### src/rtl/serial_add_sub_pkg.sv
// Shared definitions for the digit-serial adder/subtractor: FSM states and mode encodings.
package serial_add_sub_pkg;

   typedef enum logic [1:0] {
      IDLE = 2'd0,
      RUN  = 2'd1,
      DONE = 2'd2
   } state_t;

   localparam logic MODE_ADD = 1'b0;
   localparam logic MODE_SUB = 1'b1;

endpackage

### src/rtl/serial_add_sub_fa_cell.sv
// One-bit full adder; chained DIGIT times to form the per-cycle ripple datapath.
module fa_cell (
   input  logic a,
   input  logic b,
   input  logic cin,
   output logic sum,
   output logic carry
);

   assign sum   = a ^ b ^ cin;
   assign carry = (a & b) | (a & cin) | (b & cin);

endmodule

### src/rtl/serial_add_sub.sv
// Digit-serial add/subtract: processes DIGIT bits per cycle, LSB digit first, over N = WIDTH/DIGIT cycles.
module serial_add_sub
   import serial_add_sub_pkg::*;
#(
   parameter int WIDTH = 8,
   parameter int DIGIT = 1
) (
   input  logic             clk,
   input  logic             rst_n,
   input  logic             start,
   input  logic             mode,
   input  logic [WIDTH-1:0] a,
   input  logic [WIDTH-1:0] b,
   output logic             busy,
   output logic             done,
   output logic [WIDTH-1:0] result,
   output logic             cout,
   output logic             ovf
);

   localparam int N     = WIDTH / DIGIT;
   localparam int CNT_W = (N > 1) ? $clog2(N) : 1;
   localparam logic [CNT_W-1:0] CNT_LAST = CNT_W'(N - 1);

   state_t             state;
   logic [CNT_W-1:0]   cnt;
   logic               carry;
   logic               mode_q;
   logic [WIDTH-1:0]   a_q;
   logic [WIDTH-1:0]   b_q;
   logic [WIDTH-1:0]   acc;
   logic [WIDTH-1:0]   acc_next;

   logic [DIGIT-1:0]   a_dig;
   logic [DIGIT-1:0]   b_raw;
   logic [DIGIT-1:0]   b_dig;
   logic [DIGIT-1:0]   sum_dig;
   logic [DIGIT:0]     c;

   // Current digit of each operand; subtraction uses A + ~B + 1 with the +1 preloaded as carry.
   assign a_dig = a_q[cnt*DIGIT +: DIGIT];
   assign b_raw = b_q[cnt*DIGIT +: DIGIT];
   assign b_dig = (mode_q == MODE_ADD) ? b_raw : ~b_raw;
   assign c[0]  = carry;

   for (genvar k = 0; k < DIGIT; k++) begin : g_ripple
      fa_cell u_fa (
         .a     (a_dig[k]),
         .b     (b_dig[k]),
         .cin   (c[k]),
         .sum   (sum_dig[k]),
         .carry (c[k+1])
      );
   end

   always_comb begin
      acc_next = acc;
      acc_next[cnt*DIGIT +: DIGIT] = sum_dig;
   end

   always_ff @(posedge clk or negedge rst_n) begin
      if (!rst_n) begin
         state  <= IDLE;
         busy   <= 1'b0;
         done   <= 1'b0;
         result <= '0;
         cout   <= 1'b0;
         ovf    <= 1'b0;
         cnt    <= '0;
         carry  <= 1'b0;
         mode_q <= MODE_ADD;
         a_q    <= '0;
         b_q    <= '0;
         acc    <= '0;
      end else begin
         case (state)
            IDLE: begin
               done <= 1'b0;
               if (start) begin
                  a_q    <= a;
                  b_q    <= b;
                  mode_q <= mode;
                  cnt    <= '0;
                  carry  <= mode;
                  busy   <= 1'b1;
                  state  <= RUN;
               end
            end
            RUN: begin
               acc   <= acc_next;
               carry <= c[DIGIT];
               if (cnt == CNT_LAST) begin
                  // Signed overflow: carry into the MSB differs from carry out of it.
                  result <= acc_next;
                  cout   <= c[DIGIT];
                  ovf    <= c[DIGIT] ^ c[DIGIT-1];
                  busy   <= 1'b0;
                  done   <= 1'b1;
                  state  <= DONE;
               end else begin
                  cnt <= cnt + CNT_W'(1);
               end
            end
            DONE: begin
               done  <= 1'b0;
               state <= IDLE;
            end
            default: begin
               busy  <= 1'b0;
               done  <= 1'b0;
               state <= IDLE;
            end
         endcase
      end
   end

endmodule

### config.mk
export PLATFORM = sky130hd
export DESIGN_NAME = serial_add_sub
export DESIGN_NICKNAME = d
export VERILOG_FILES = /design/src/rtl/serial_add_sub_pkg.sv /design/src/rtl/serial_add_sub_fa_cell.sv /design/src/rtl/serial_add_sub.sv
export SDC_FILE = /design/constraint.sdc
export NUM_CORES = 1
export LEC_CHECK = 0
export ABC_CLOCK_PERIOD_IN_PS = 3000
export BUFFER_PORTS_ARGS = -buffer_cell sky130_fd_sc_hd__buf_2
export CAP_MARGIN = 10
export CORE_MARGIN = 3
export CORE_UTILIZATION = 51
export CTS_CLUSTER_DIAMETER = 60
export CTS_CLUSTER_SIZE = 12
export DETAILED_ROUTE_END_ITERATION = 16
export PLACE_DENSITY = 0.83
export SETUP_SLACK_MARGIN = 0.2
export SLEW_MARGIN = 20
export SYNTH_ARGS = -nofsm -noshare
export SYNTH_HDL_FRONTEND = slang
export SYNTH_SLANG_ARGS = --single-unit
### constraint.sdc
create_clock -name clk -period 3 [get_ports clk]
set_clock_uncertainty 0.15 [all_clocks]
set_input_delay 0.3 -clock clk [delete_from_list [all_inputs] [get_ports clk]]
set_output_delay 0.3 -clock clk [all_outputs]
set_load 0.02 [all_outputs]
## Word level (Yosys, flattened, before mapping)

Cells that the tools add are included.

- Add/subtract/negate cells: 2
- Multiply operators: 0
- Div/mod/pow operators: 0
- Magnitude comparators: 0
- Equality and inequality tests: 6
- Shifts and indexed selects: 4
- Muxes and demuxes: 15
- Bitwise operators: 10
- Reductions and logical operators: 8

Operator list:

| kind | number |
|---|---|
| $neg A3 Y34 | 1 |
| $shift A1 B34 Y8 const A | 1 |
| $shiftx A1 B34 Y8 | 1 |
| $shiftx A8 B4 Y1 | 2 |
| $bwmux W8 | 1 |
| $reduce_and A2 Y1 | 4 |
| $mux W1 | 6 |
| $mux W3 | 2 |
| $ne A2 B2 Y1 const B | 3 |
| $pmux W3 S2 | 1 |
| $reduce_and A3 Y1 | 2 |
| $mux W2 | 2 |
| $pmux W2 S2 | 1 |
| $add A3 B1 Y3 const B | 1 |
| $and A1 B1 Y1 | 3 |
| $eq A3 B3 Y1 const B | 1 |
| $pmux W1 S3 | 1 |
| $xor A1 B1 Y1 | 3 |
| $eq A2 B1 Y1 const B | 1 |
| $eq A2 B2 Y1 const B | 1 |
| $logic_not A2 Y1 | 1 |
| $not A1 Y1 | 2 |
| $or A1 B1 Y1 | 2 |
| $pmux W1 S2 | 1 |
| $reduce_bool A2 Y1 | 1 |

- Bits in registers: 43
- Latch bits: 0
- Memory bits (writable): 0
- ROM bits: 0
- Input bits: 20
- Output and inout bits: 12
- Word-level logic and storage cells: 57
- Memories: 0

## Longest topological paths before layout

- Word-level depth: 7
- Gate-level depth with buffers: 10

## Cells and area by module

Synthesis repeated with hierarchy kept, for this count alone.

- Cells, all modules: 185
- Area, all modules: 2154.6 µm²

Modules (own cells, without submodules):

| module | instances | cells an instance | area an instance (µm²) | seq. area each (µm²) |
|---|---|---|---|---|
| serial_add_sub | 1 | 184 | 2134.5 | 1076.0 |
| fa_cell | 1 | 1 | 20.0 | 0.0 |

## Least setup slack after synthesis

No wires, ideal clock.

- Path type: register -> register
- Start: reg cnt[0]
- End: reg result[6]
- Setup time: 125 ps
- Data arrival time: 2537 ps
- Path slack: 188 ps
- Cell stages (with the launch flop): 10
- Path buffers: 1
- Clock period less this slack: 2812 ps
- Path through: dfrtp_1 -> buf_6 -> mux4_1 -> nand2_1 -> nand2_1 -> fa_1 -> and4bb_2 -> o21ai_0 -> o21ai_0 -> mux2_2

- Cells in the longest elaborated chain, start to end: 7
- Elaborated cells on any way between the ends: 12
- Those cells by class: add/sub: 1; eq/ne: 1; shift: 4; mux: 2; bitwise: 3; reduce/logical: 1

Ends and longest elaborated chain:

| item | RTL line | text |
|---|---|---|
| from (decl) | serial_add_sub.sv:26 | `logic [CNT_W-1:0] cnt;` |
| from (signal assigned) | serial_add_sub.sv:101 | `cnt <= cnt + CNT_W'(1);` |
| $shiftx A8 B4 Y1 | serial_add_sub.sv:42 | `assign b_raw = b_q[cnt*DIGIT +: DIGIT];` |
| $not A1 Y1 | serial_add_sub.sv:43 | `assign b_dig = (mode_q == MODE_ADD) ? b_raw : ~b_raw;` |
| $mux W1 | serial_add_sub.sv:43 |  |
| $xor A1 B1 Y1 (2 in series) | serial_add_sub_fa_cell.sv:10 | `assign sum = a ^ b ^ cin;` |
| $shiftx A1 B34 Y8 | serial_add_sub.sv:58 | `acc_next[cnt*DIGIT +: DIGIT] = sum_dig;` |
| $bwmux W8 | serial_add_sub.sv:58 |  |
| to (signal assigned) | serial_add_sub.sv:94 | `result <= acc_next;` |
| to (decl) | serial_add_sub.sv:16 | `output logic [WIDTH-1:0] result,` |

Parallel ways exist; a longest one is shown, timed or not.
A chain may end at the register's enable or synchronous reset.

## Final worst setup path

Same ends and word-level chain as after synthesis.

==> results.ini <==
[power]
total_power_mw = 3.17
p_leak_nw = 1.17
peakVddDrop_uv = 541
cellPowerDensity_nw_per_um2 = 1270

[cells_and_area]
fin_cells = 264
final_net_count = 241
layout_common_cells = dfrtp_1, buf_2, mux2_2
final_layout_size_suffix_gt1_share_pct = 39.7
syn2layout_area_growth_pct = 15.6
n_antenna_cell = 0
final_common_cell = dfrtp_1
fillerInstances = 348

[sta]
fmax_ghz = 0.370
hold_violations = 21
rsz0062_at_grt = true
fin_hold_ws_ns = -0.0132
tns_ns = 0
max_slew_margin_pct = 36.4
finalCritPeriodShare_pct = 90.0
setup_viol = 0
finalCriticalPeriod_ns = 2.70
slew_violations = 0
tightest_slew_ns = 0.954

[critical_path]
crit_chain = buf_6 > mux2i_1 > nand2_1 > nand4_1 > xnor2_1 > fa_2 > and4bb_2 > o21ai_1 > o21ai_1 > mux2_2
cp.required_ns = 3.04
cp_num_buf_inv = 1
reg2reg_depth = 10
r2r_setup_slack_ns = 0.30
r2r-end = result[6]
crit_path_end_kind = flip-flop
path_class = flip-flop to flip-flop
cp.arrival_ns = 2.74
timing.rr.start = cnt[0]
slowest_delay_ns = 0.51
slowest_stage = fa_2
cp_max_fo = 11
crit_path_frequent_cell = o21ai_1
critPathTopFamily = adder cells
critPathLaunchType = flip-flop

[logic_synthesis]
synth_edf_count = 0
syn-mean-instance-area_um2 = 12.3
syn_area_um2 = 2160
synth.distinct_cells = 34
synth-seq-cells = 43
ys_warn_count = 0
async_flop_share_pct = 100
synth_ff_type = dfrtp_1
syn-num-nets = 203
synth_cells = 175
yosysSeqAreaShare_pct = 49.8

[outcome]
violations = hold timing
status = complete, but fails checks

[clocking]
cts.path.max_buffers = 2
htreeDepth = 2
hold_buffers = 0
cts_tree = yes
path_clk_slew_ns = 0.09
clock_latency_ns = 0.31
cts-root-buf = clkbuf_8
numClockSinks = 43
cts_buffers = 5

[global_routing]
antenna_found_initial = 0
grt_overflow = 0
grt_pass1_wl_um = 7260
first_global_vias = 1529
grt_usage_pct = 18.3
grt_max_degree = 44

[route]
final_antenna_net_count = 0
wire_per_inst_um = 15.8
wl_um = 4170
vias = 1444
drt_iter0_markers = 68
drc = 0
vias_per_cell = 5.47
firstDrtPassIters = 4

[floorplan]
die_area_um2 = 5050
start_util_pct = 53.3
fp.dieH_um = 71.1
core_area_um2 = 4060
fp-row-count = 23
num_io_pins = 32
die_w_um = 71.1

[placement]
place_congestion = 0.842
hpwl_um = 2950
place_inst = 253
placement.io_buffers = 31

[worst_hold_path]
min-delay-path-class = input port to asynchronous set/reset pin

[run]
maxCapViolCount = 0

## worst max-delay path by stage
stage | startpoint | to | slack, ns | depth (start not counted)
CTS | cnt[0] | result[2] | 0.20 | 8
detailed placement | cnt[0] | result[6] | 0.17 | 10
floorplan | cnt[0] | result[6] | 0.25 | 9
global placement | cnt[0] | result[6] | 0.30 | 8
finish | cnt[0] | result[6] | 0.30 | 10
global route | cnt[0] | result[5] | 0.17 | 8
## timing repair
action	CTS	global route
resized for setup	3	5
setup buffers	0	3
endpoints found under the setup margin	2	2
pin swaps	0	1
## registers in the layout, indices dropped and copies added (netlist names)
register and count:
acc 8, done 1, ovf 1, state 2, carry 1, b_q 8
mode_q 1, cout 1, cnt 3, a_q 8, result 8, busy 1
## cell usage after synthesis (3+ instances only)
cell | instances | share of area (%)
inv_1 | 6 | 1.0
buf_4 | 3 | 1.0
nand3_1 | 3 | 0.69
mux2i_1 | 7 | 3.2
a2bb2oi_1 | 5 | 2.0
mux2_2 | 26 | 14
ha_1 | 7 | 4.1
dfrtp_1 | 43 | 50
o21ai_0 | 14 | 3.2
nand2_1 | 17 | 3.0
nor2_1 | 11 | 1.9
a31oi_1 | 4 | 1.2
## cell type report
cell class | instances | area (um^2) | area share (%)
Timing Repair Buffer | 37 | 204 | 8.17
Sequential cell | 43 | 1080 | 43.2
Clock buffer | 6 | 72.6 | 2.91
Inverter | 8 | 35.0 | 1.40
Tap cell | 50 | 62.6 | 2.51
Multi-Input combinational cell | 118 | 1010 | 40.3
Clock inverter | 2 | 37.5 | 1.50
## cells by family after synthesis
family	count (synthesis)	synth area share, %
flip-flops	43	49.8
adder cells (fa/ha/maj)	8	4.98
AO/OA/AOI/OAI	28	8.28
buffers and inverters	14	3.94
AND/OR/NAND/NOR	44	12.4
XOR/XNOR	2	0.811
multiplexers	36	19.7
## power breakdown
part           total [mW]  internal (mW)  switching [mW]
clock               0.454          0.248           0.206
sequential           1.05          0.847           0.201
combinational        1.67          0.811           0.855
total                3.17           1.91            1.26
## metal layers
layer  vias to the layer above  share of wire, %  track usage, %
met4                         0               1.0            5.64
met2                        35                48            29.5
met1                       706                46            24.0
met3                         3               5.0            5.54
met5                         -                 0               0
li1                        700                 -               -
## per-stage QoR
stage          util (%)  instance area [um^2]  hold slack (ns)  setup slack (ns)
2_1_floorplan         -                  2160           -0.146             0.252
3_3_place_gp       58.1                  2360            0.308             0.296
3_5_place_dp       58.1                  2360            0.319             0.170
4_1_cts            61.0                  2470           0.0109             0.201
5_1_grt            61.5                  2500           0.0640             0.167
6_report           61.5                  2500          -0.0132             0.301
Power figures use the tool's default switching activity.
